===== config.mk =====
export PLATFORM = sky130hd
export DESIGN_NAME = pcpi_byte_bridge
export DESIGN_NICKNAME = d
export VERILOG_FILES = /design/src/rtl/pcpi_pkg.sv /design/src/rtl/pcpi_byte_shift.sv /design/src/rtl/pcpi_byte_bridge.sv
export SDC_FILE = /design/constraint.sdc
export NUM_CORES = 1
export LEC_CHECK = 0
export CORE_MARGIN = 2
export CORE_UTILIZATION = 50
export DETAILED_ROUTE_END_ITERATION = 16
export HOLD_SLACK_MARGIN = 0.06
export PLACE_DENSITY_LB_ADDON = 0.15
export SLEW_MARGIN = 25
export SYNTH_ARGS = -nofsm -noshare
export SYNTH_HDL_FRONTEND = slang
export SYNTH_SLANG_ARGS = --single-unit

===== constraint.sdc =====
create_clock -name clk -period 4.3 [get_ports clk]
set_clock_uncertainty 0.2 [all_clocks]
set_input_delay 1.29 -clock clk [delete_from_list [all_inputs] [get_ports clk]]
set_output_delay 1.29 -clock clk [all_outputs]
set_load 0.02 [all_outputs]

===== src/rtl/pcpi_pkg.sv =====
// pcpi_pkg: shared state encoding, frame sizes and status bit positions for the PCPI byte bridge
package pcpi_pkg;
    typedef enum logic [1:0] {LOAD, ISSUE, DRAIN} state_t;
    localparam logic [3:0] FRAME_IN_BYTES  = 4'd12;
    localparam logic [2:0] FRAME_OUT_BYTES = 3'd5;
    localparam int STAT_WR      = 0;
    localparam int STAT_TIMEOUT = 1;
endpackage


===== src/rtl/pcpi_byte_shift.sv =====
// pcpi_byte_shift: 32-bit little-endian load/shift register presenting the next byte at o_byte
module pcpi_byte_shift (
    input  logic        clk,
    input  logic        rst,
    input  logic        i_load,
    input  logic        i_shift,
    input  logic [31:0] i_data,
    output logic [7:0]  o_byte
);
    logic [31:0] r_q;
    always_ff @(posedge clk) begin
        if (rst) r_q <= '0;
        else if (i_load) r_q <= i_data;
        else if (i_shift) r_q <= {8'h00, r_q[31:8]};
    end
    assign o_byte = r_q[7:0];
endmodule


===== src/rtl/pcpi_byte_bridge.sv =====
// pcpi_byte_bridge: serial byte frames in, PCPI instruction issue, serial status+result bytes out
module pcpi_byte_bridge
    import pcpi_pkg::*;
#(
    parameter int TIMEOUT = 16
) (
    input  logic        clk,
    input  logic        rst,
    input  logic [7:0]  in_data,
    input  logic        in_valid,
    output logic        in_ready,
    output logic        pcpi_valid,
    output logic [31:0] pcpi_insn,
    output logic [31:0] pcpi_rs1,
    output logic [31:0] pcpi_rs2,
    input  logic        pcpi_wr,
    input  logic [31:0] pcpi_rd,
    input  logic        pcpi_ready,
    output logic [7:0]  out_data,
    output logic        out_valid,
    input  logic        out_ready
);
    localparam logic [7:0] TO_LAST = 8'(TIMEOUT - 1);
    state_t      r_state;
    logic [3:0]  r_icnt;
    logic [2:0]  r_ocnt;
    logic [7:0]  r_tcnt;
    logic [95:0] r_frame;
    logic [7:0]  r_out_data;
    logic        r_out_valid;
    logic        w_in_xfer, w_out_xfer, w_done, w_to;
    logic [7:0]  w_status, w_byte;
    assign in_ready   = r_state == LOAD;
    assign pcpi_valid = r_state == ISSUE;
    assign pcpi_insn  = r_frame[31:0];
    assign pcpi_rs1   = r_frame[63:32];
    assign pcpi_rs2   = r_frame[95:64];
    assign out_data   = r_out_data;
    assign out_valid  = r_out_valid;
    assign w_in_xfer  = in_valid & in_ready;
    assign w_out_xfer = r_out_valid & out_ready;
    assign w_done     = pcpi_valid & pcpi_ready;
    // ready on the final cycle beats the timeout
    assign w_to       = pcpi_valid & ~pcpi_ready & (r_tcnt == TO_LAST);
    always_comb begin
        w_status = '0;
        w_status[STAT_WR] = w_done & pcpi_wr;
        w_status[STAT_TIMEOUT] = w_to;
    end
    pcpi_byte_shift u_shift (
        .clk(clk),
        .rst(rst),
        .i_load(w_done | w_to),
        .i_shift(w_out_xfer),
        .i_data(w_done ? pcpi_rd : 32'h0),
        .o_byte(w_byte)
    );
    always_ff @(posedge clk) begin
        if (rst) begin
            r_state     <= LOAD;
            r_icnt      <= '0;
            r_ocnt      <= '0;
            r_tcnt      <= '0;
            r_frame     <= '0;
            r_out_data  <= '0;
            r_out_valid <= 1'b0;
        end else begin
            unique case (r_state)
                LOAD: if (w_in_xfer) begin
                    r_frame <= {in_data, r_frame[95:8]};
                    r_icnt  <= (r_icnt == FRAME_IN_BYTES - 4'd1) ? 4'd0 : r_icnt + 4'd1;
                    r_tcnt  <= '0;
                    if (r_icnt == FRAME_IN_BYTES - 4'd1) r_state <= ISSUE;
                end
                ISSUE: begin
                    r_tcnt <= r_tcnt + 8'd1;
                    if (w_done | w_to) begin
                        r_state     <= DRAIN;
                        r_out_data  <= w_status;
                        r_out_valid <= 1'b1;
                        r_ocnt      <= '0;
                    end
                end
                DRAIN: if (w_out_xfer) begin
                    if (r_ocnt == FRAME_OUT_BYTES - 3'd1) begin
                        r_state     <= LOAD;
                        r_out_valid <= 1'b0;
                        r_out_data  <= '0;
                        r_ocnt      <= '0;
                    end else begin
                        r_out_data <= w_byte;
                        r_ocnt     <= r_ocnt + 3'd1;
                    end
                end
                default: r_state <= LOAD;
            endcase
        end
    end
endmodule


==> results.cfg, run 1 <==
[run_status]
outcome = finished clean

[synthesis]
muxShareOfSynthArea = 0.0494
yosys_warnings = 0
synthXorXnorAreaFrac = 0
synthArstFlopShare = 0
synth_nets = 752
synth_seq_cells = 154
synthFlopType = dfxtp_1
synthAdderAreaFrac = 0.00845
yosysTopAreaCell = dfxtp_1
synth.distinct_cells = 47
netlist_area_um2 = 5920
synthTopCellsByArea = dfxtp_1 52%, nand2_1 13%, a21oi_1 9.9%, mux2_2 4.9%, a22oi_1 3.2%
synth_edf_count = 0
ys_seq_area_frac = 0.520
synth_commonest_cells = 204 x nand2_1, 154 x dfxtp_1, 117 x a21oi_1, 44 x nor2_1, 26 x mux2_2
synthesis.instances = 702
synth_top_family_by_area = simple AND/OR/NAND/NOR gates
synthSimpleGateAreaFrac = 0.200
synth_top_area_frac = 0.520
postSynthAreaPerCell_um2 = 8.44
yosysMostFrequentCell = nand2_1
synth_compound_area_frac = 0.174

[clock_network]
post-cts-setup-buffers = 0
ctsResizeCount = 0
clk_path_buf_depth = 2
clkSlewWorstSetupHoldPaths_ns = 0.06
numCtsBuffers = 17
hold_buffers = 0
htreeDepth = 4
clk-insertion-delay-late_ns = 0.42
root_buffer = clkbuf_16
numClockSinks = 154
cts_tree = done

[sta]
max_freq_mhz = 280
max_slew_margin = 0.383
period_needed_ns = 3.57
tns_ns = 0
final-hold-violation-count = 0
finalWorstSetupSlack_ns = 0.728
rsz0062_at_grt = no
maxSlewViolCount = 0
finalSetupViolations = 0
tightest_slew_ns = 0.926
period_share = 0.831

[final_layout]
drive_gt1_frac = 0.0800
final_cells = 980
area_growth_pct = 34.8
num_antenna_cells = 0
final_nets = 877

[power_and_ir_drop]
vdd_drop_max_uv = 257
clkPwrFrac = 0.451
p_comb_frac = 0.050
p_sw_mw = 0.609
intPower_mw = 2.29
switching_share = 0.210
seqPwrFrac = 0.499
power_density_nw_per_um2 = 363
p_leak_nw = 2.73
totalPowerFinal_mw = 2.90

[setup_path]
cp-start-kind = register
path_class = reg2out
crit-reg2reg-launch = r_state[1]
crit_start = r_state[0]
worstSetupEndpointType = output port
crit_arrival_ns = 2.08
critPathMaxFanout = 10
worstPathRequired_ns = 2.81

[floorplan]
chipHeight_um = 113
core_area_um2 = 11500
die_w_um = 113
placementRows = 39
die-area_um2 = 12700
io_pins = 153
start_util = 0.517

[routing]
dr_total_vias = 5349
drt_iter0_drc = 469
wirelength_um = 14300
antenna_left = 0
wire_per_inst_um = 14.5
firstDrtPassIters = 5
drc = 0
vias_per_cell = 5.46

[global_route]
grt_max_degree = 103
antenna_found_initial = 0
grt_use_total = 0.222
grt_first_pass_wirelength_um = 23100
globalRouteOverflowTotal = 0
grt_pass1_vias = 4847

[place]
dp_worst_setup_slack_ns = 0.921
portBuffers = 152
dpl.cell_count = 951
hpwl_um = 9460
globalplace.congestion = 0.801

[run]
drv_cap = 0

[worst_hold_path]
holdCritStartpoint = r_frame[5]
hold_path.class = reg2reg
[cell type report]
class                   count  area (µm²)
clock buffers              26         499
clock inverters             3        15.0
fillers                   926        3480
inverters                   5        21.3
multi-input cells         489        2570
flip-flops and latches    154        3080
well taps                 143         179
repair buffers            160        1620
[worst paths after layout]
| kind | slack (ns) | end | cells past startpoint |
|---|---|---|---|
| worst max-delay path | 0.73 | pcpi_valid | 3 |
| worst max register to register | 1.99 | r_ocnt[2] | 4 |
| worst min register to register | 0.26 | r_frame[5] | 2 |
| worst min-delay path | 0.26 | r_frame[5] | 2 |
[logic make-up after synthesis]
| group | after synthesis |
|---|---|
| compound gates | 171 |
| fa+ha+maj | 4 |
| buf+inv | 59 |
| flops | 154 |
| mux | 26 |
| simple gates | 288 |
[cell usage in the layout (no fill, tap or decap), types with 4 or more instances in the layout]
cell type	netlist	layout
a21oi_1	117	117
a22oi_1	25	25
a32oi_1	8	8
buf_4	4	6
clkbuf_1	23	5
clkbuf_16	0	17
clkbuf_8	0	4
clkdlybuf4s50_1	0	151
dfxtp_1	154	154
ha_1	4	4
inv_1	4	4
mux2_2	26	26
nand2_1	204	204
nand3_1	11	11
nor2_1	44	44
nor3_1	7	7
o211ai_1	7	7
[per-layer routing]
layer	part of all wire	vias to the layer above	GRT usage
met5	0	-	0
li1	-	2641	-
met2	0.48	161	0.359
met4	0.016	0	0.0748
met1	0.45	2523	0.283
met3	0.056	24	0.0664
[registers in the layout, indices dropped and copies added, names as in the netlist]
signal,cells
out_data,8
r_state,2
r_frame,96
r_icnt,4
out_valid,1
u_shift.r_q,32
r_ocnt,3
r_tcnt,8
[power groups by stage]
stage / sequential (mW) / combinational (mW) / clock [mW]
global placement: 1.48 / 0.142 / 0
CTS: 1.45 / 0.145 / 1.33
detailed placement: 1.48 / 0.144 / 0
floorplan: 1.48 / 0.0590 / 0
global route: 1.45 / 0.155 / 1.39
finish: 1.45 / 0.144 / 1.31
[worst max-delay path, cell delays in order, from the launching register on]
cell and delay (ns):
dfxtp_1 0.53, nand2b_1 0.28, inv_4 0.20, clkdlybuf4s50_1 0.65
[through the flow]
stage	area, µm²	hold slack, ns	util
floorplan	5920	0.249	-
global placement	7470	0.246	0.652
detailed placement	7470	0.256	0.652
CTS	7990	0.264	0.696
global route	7990	0.280	0.696
finish	7990	0.258	0.696
Power figures use the tool's default switching activity.
==> run 2, diff against run 1 <==
CORE_UTILIZATION = 44   (was 50)
clock period = 3.2 ns   (was 4.3 ns; I/O delays follow)
==> run 2 against run 1 <==
  * Via count shrank 0.36%
  * Flip-flop and latch count is the same
  * Cell count grew 4.1%
  * Critical path type unchanged
  * Critical endpoint unchanged
  * Largest cell class unchanged
==> results.cfg, run 2 (same netlist as run 1, synthesis figures left out) <==
[routing]
vias_per_cell = 5.23
wirelength_um = 14500
antenna_left = 0
drc = 0
firstDrtPassIters = 5
drt_iter0_drc = 403
dr_total_vias = 5330
wire_per_inst_um = 14.2

[run_status]
outcome = finished clean

[clock_network]
htreeDepth = 4
clk_path_buf_depth = 2
root_buffer = clkbuf_16
cts_tree = done
hold_buffers = 0
numClockSinks = 154
clkSlewWorstSetupHoldPaths_ns = 0.06
ctsResizeCount = 0
post-cts-setup-buffers = 0
clk-insertion-delay-late_ns = 0.42
numCtsBuffers = 17

[final_layout]
area_growth_pct = 39.0
area.sequential_um2 = 3080
drive_gt1_frac = 0.0924
final_cell_mix = 204 x nand2_1, 154 x dfxtp_1, 151 x clkdlybuf4s50_1, 117 x a21oi_1, 44 x nor2_1
largest_register = r_frame
layout_commonest_cell = nand2_1
final_cells = 1020
final_nets = 881
largest_reg_flops = 96
num_antenna_cells = 0
reg_top3 = r_frame x96, u_shift.r_q x32
multiInputGateArea_um2 = 2570
fillers = 1139

[sta]
max_slew_margin = 0.348
period_share = 0.961
tns_ns = 0
tightest_slew_ns = 0.975
max_freq_mhz = 325
finalSetupViolations = 0
rsz0062_at_grt = no
maxSlewViolCount = 0
period_needed_ns = 3.08
final-hold-violation-count = 0

[power_and_ir_drop]
power_density_nw_per_um2 = 532
totalPowerFinal_mw = 4.38
vdd_drop_max_uv = 303
p_leak_nw = 2.83

[worst_hold_path]
hold_depth = 2
hold_path.class = reg2reg

[place]
globalplace.congestion = 0.821
hpwl_um = 9650
portBuffers = 152
dpl.cell_count = 988

[global_route]
grt_first_pass_wirelength_um = 23800
antenna_found_initial = 0
grt_pass1_vias = 5025
grt_max_degree = 83
grt_use_total = 0.204
globalRouteOverflowTotal = 0

[floorplan]
core_area_um2 = 13200
die_w_um = 120
chipHeight_um = 120
start_util = 0.449
io_pins = 153
placementRows = 42
die-area_um2 = 14400

[setup_path]
cp-start-kind = register
critPathMaxFanout = 10
path_class = reg2out
ff2ff_path_depth = 5
crit_arrival_ns = 1.92
worstPathRequired_ns = 2.04
worstSetupEndpointType = output port

[run]
drv_cap = 0
run 2: worst paths after layout:
kind / start / to / slack [ns]
worst max-delay path: r_state[1] / pcpi_valid / 0.12
worst min-delay path: r_frame[4] / r_frame[4] / 0.25
worst max register to register: r_tcnt[0] / u_shift.r_q[29] / 0.95
worst min register to register: r_frame[4] / r_frame[4] / 0.25
run 2: final cells by class:
class	count	share of cell area
multi-input cells	489	0.312
flip-flops and latches	154	0.374
well taps	176	0.0267
clock inverters	13	0.0271
inverters	5	0.00258
clock buffers	19	0.0538
repair buffers	164	0.203
run 2: stage by stage:
step	util	hold slack, ns	cell area (µm²)	setup WS (ns)
floorplan	-	0.249	5920	0.816
global placement	0.574	0.244	7570	0.232
global route	0.624	0.271	8230	0.0197
detailed placement	0.574	0.248	7570	0.154
finish	0.624	0.254	8230	0.124
CTS	0.624	0.256	8230	0.0991
run 2: critical path: stages (launching register included):
cell	delay (ns)
dfxtp_1	0.31
nand2b_1	0.31
inv_4	0.22
clkdlybuf4s50_1	0.66
run 2: per-layer routing:
metal	track usage	share of wire	vias up
met5	0	0	-
met4	0.0831	0.019	0
met3	0.0566	0.063	23
met2	0.324	0.47	155
met1	0.260	0.45	2493
li1	-	-	2659
run 2: power by group:
part,switching (mW),total [mW],internal [mW]
clock network,0.766,2.24,1.48
logic,0.109,0.198,0.0894
registers,0.00992,1.94,1.93
total,0.885,4.38,3.50
==> run 3, diff against run 2 <==
GPL_TIMING_DRIVEN = 0   (was unset)
PLACE_DENSITY = 0.84   (was unset)
PLACE_DENSITY_LB_ADDON = unset   (was 0.15)
==> run 3 against run 2 <==
  * Sequential share of layout area about the same
  * Setup slack improved by 0.023 ns
  * Total power down 6.6%
  * Clock power down 13%
  * Hold slack about the same
  * Via count increased by 2.4%
  * Combinational power grew 4%
  * Die area unchanged
  * Final area up 0.11%
==> results.cfg, run 3 (same netlist as run 1, synthesis figures left out) <==
[run_status]
outcome = finished clean

[global_route]
globalRouteOverflowTotal = 0
grt_pass1_vias = 5149
grt_use_total = 0.222
grt_max_degree = 17
antenna_found_initial = 0
grt_first_pass_wirelength_um = 25400

[sta]
maxSlewViolCount = 0
max_freq_mhz = 328
tightest_slew_ns = 0.592
tns_ns = 0
period_needed_ns = 3.05
final-hold-violation-count = 0
rsz0062_at_grt = no
period_share = 0.954
finalSetupViolations = 0
max_slew_margin = 0.605
finalWorstSetupSlack_ns = 0.147

[routing]
drt_iter0_drc = 366
firstDrtPassIters = 4
vias_per_cell = 5.14
wire_per_inst_um = 14.8
dr_total_vias = 5458
drc = 0
antenna_left = 0
wirelength_um = 15700

[place]
dpl.cell_count = 1030
dp_worst_setup_slack_ns = -0.0258
portBuffers = 152
hpwl_um = 11300
globalplace.congestion = 0.851

[floorplan]
start_util = 0.449
chipHeight_um = 120
die_w_um = 120
core_area_um2 = 13200
placementRows = 42
io_pins = 153
die-area_um2 = 14400

[clock_network]
cts_tree = done
hold_buffers = 0
htreeDepth = 4
numClockSinks = 154
root_buffer = clkbuf_16
post-cts-setup-buffers = 0
clkSlewWorstSetupHoldPaths_ns = 0.06
clk-insertion-delay-late_ns = 0.42
numCtsBuffers = 17
ctsResizeCount = 0
clk_path_buf_depth = 2

[final_layout]
multiInputGateArea_um2 = 2560
largest_register = r_frame
num_antenna_cells = 0
largest_reg_flops = 96
reg_top3 = r_frame x96, u_shift.r_q x32
layout_commonest_cell = nand2_1
drive_gt1_frac = 0.0959
area.sequential_um2 = 3080
area_growth_pct = 39.1
final_cells = 1062
final_nets = 923
final_cell_mix = 204 x nand2_1, 154 x dfxtp_1, 152 x clkdlybuf4s50_1, 117 x a21oi_1, 44 x nor2_1
fillers = 1130

[setup_path]
reg2reg_to = out_data[0]
crit_arrival_ns = 1.89
r2r_slack_ns = 1.01
path_class = reg2out
worstPathRequired_ns = 2.04
cp-start-kind = register
ff2ff_path_depth = 5
critPathMaxFanout = 10
worstSetupEndpointType = output port
crit-reg2reg-launch = r_tcnt[0]

[power_and_ir_drop]
p_leak_nw = 2.84
vdd_drop_max_uv = 342
power_density_nw_per_um2 = 496

[run]
drv_cap = 0

[worst_hold_path]
hold_depth = 2
hold_path_end = r_frame[2]
holdCritStartpoint = r_frame[2]
hold_path.class = reg2reg
-- run 3: routing by layer --
metal | GRT usage | part of all wire
met1 | 0.269 | 0.43
met2 | 0.366 | 0.49
met3 | 0.0608 | 0.055
met4 | 0.104 | 0.025
met5 | 0 | 0
-- run 3: worst max-delay path, cell delays in order, from the launching register on --
cell	delay, ns
dfxtp_1	0.30
buf_2	0.19
nand2b_1	0.09
buf_6	0.14
inv_4	0.12
clkdlybuf4s50_1	0.62
-- run 3: how the worst max path moves through the flow --
stage	start	endpoint	slack, ns	depth (start not counted)
3_5_place_dp	out_ready	u_shift.r_q[0]	-0.03	6
6_report	r_state[0]	pcpi_valid	0.15	5
5_1_grt	r_state[0]	pcpi_valid	0.06	5
2_1_floorplan	out_ready	u_shift.r_q[0]	0.82	5
4_1_cts	r_state[0]	pcpi_valid	0.15	5
3_3_place_gp	out_ready	u_shift.r_q[4]	0.02	6
-- run 3: layout make-up --
class	count	share of cell area
Sequential cell	154	0.374
Timing Repair Buffer	152	0.185
Inverter	5	0.00258
Buffer	54	0.0311
Clock inverter	7	0.0109
Tap cell	176	0.0267
Multi-Input combinational cell	489	0.311
Clock buffer	25	0.0589
-- run 3: stage by stage --
| step | util | instance area [µm²] | power (mW) | hold slack [ns] |
|---|---|---|---|---|
| finish | 0.625 | 8240 | 4.09 | 0.255 |
| global placement | 0.581 | 7670 | 2.19 | 0.243 |
| detailed placement | 0.581 | 7670 | 2.19 | 0.250 |
| floorplan | - | 5920 | 2.07 | 0.249 |
| CTS | 0.625 | 8240 | 4.12 | 0.259 |
| global route | 0.625 | 8240 | 4.22 | 0.283 |
-- run 3: report_power, final --
group | switching (mW) | internal, mW
logic | 0.116 | 0.0891
clock network | 0.736 | 1.21
registers | 0.0112 | 1.93
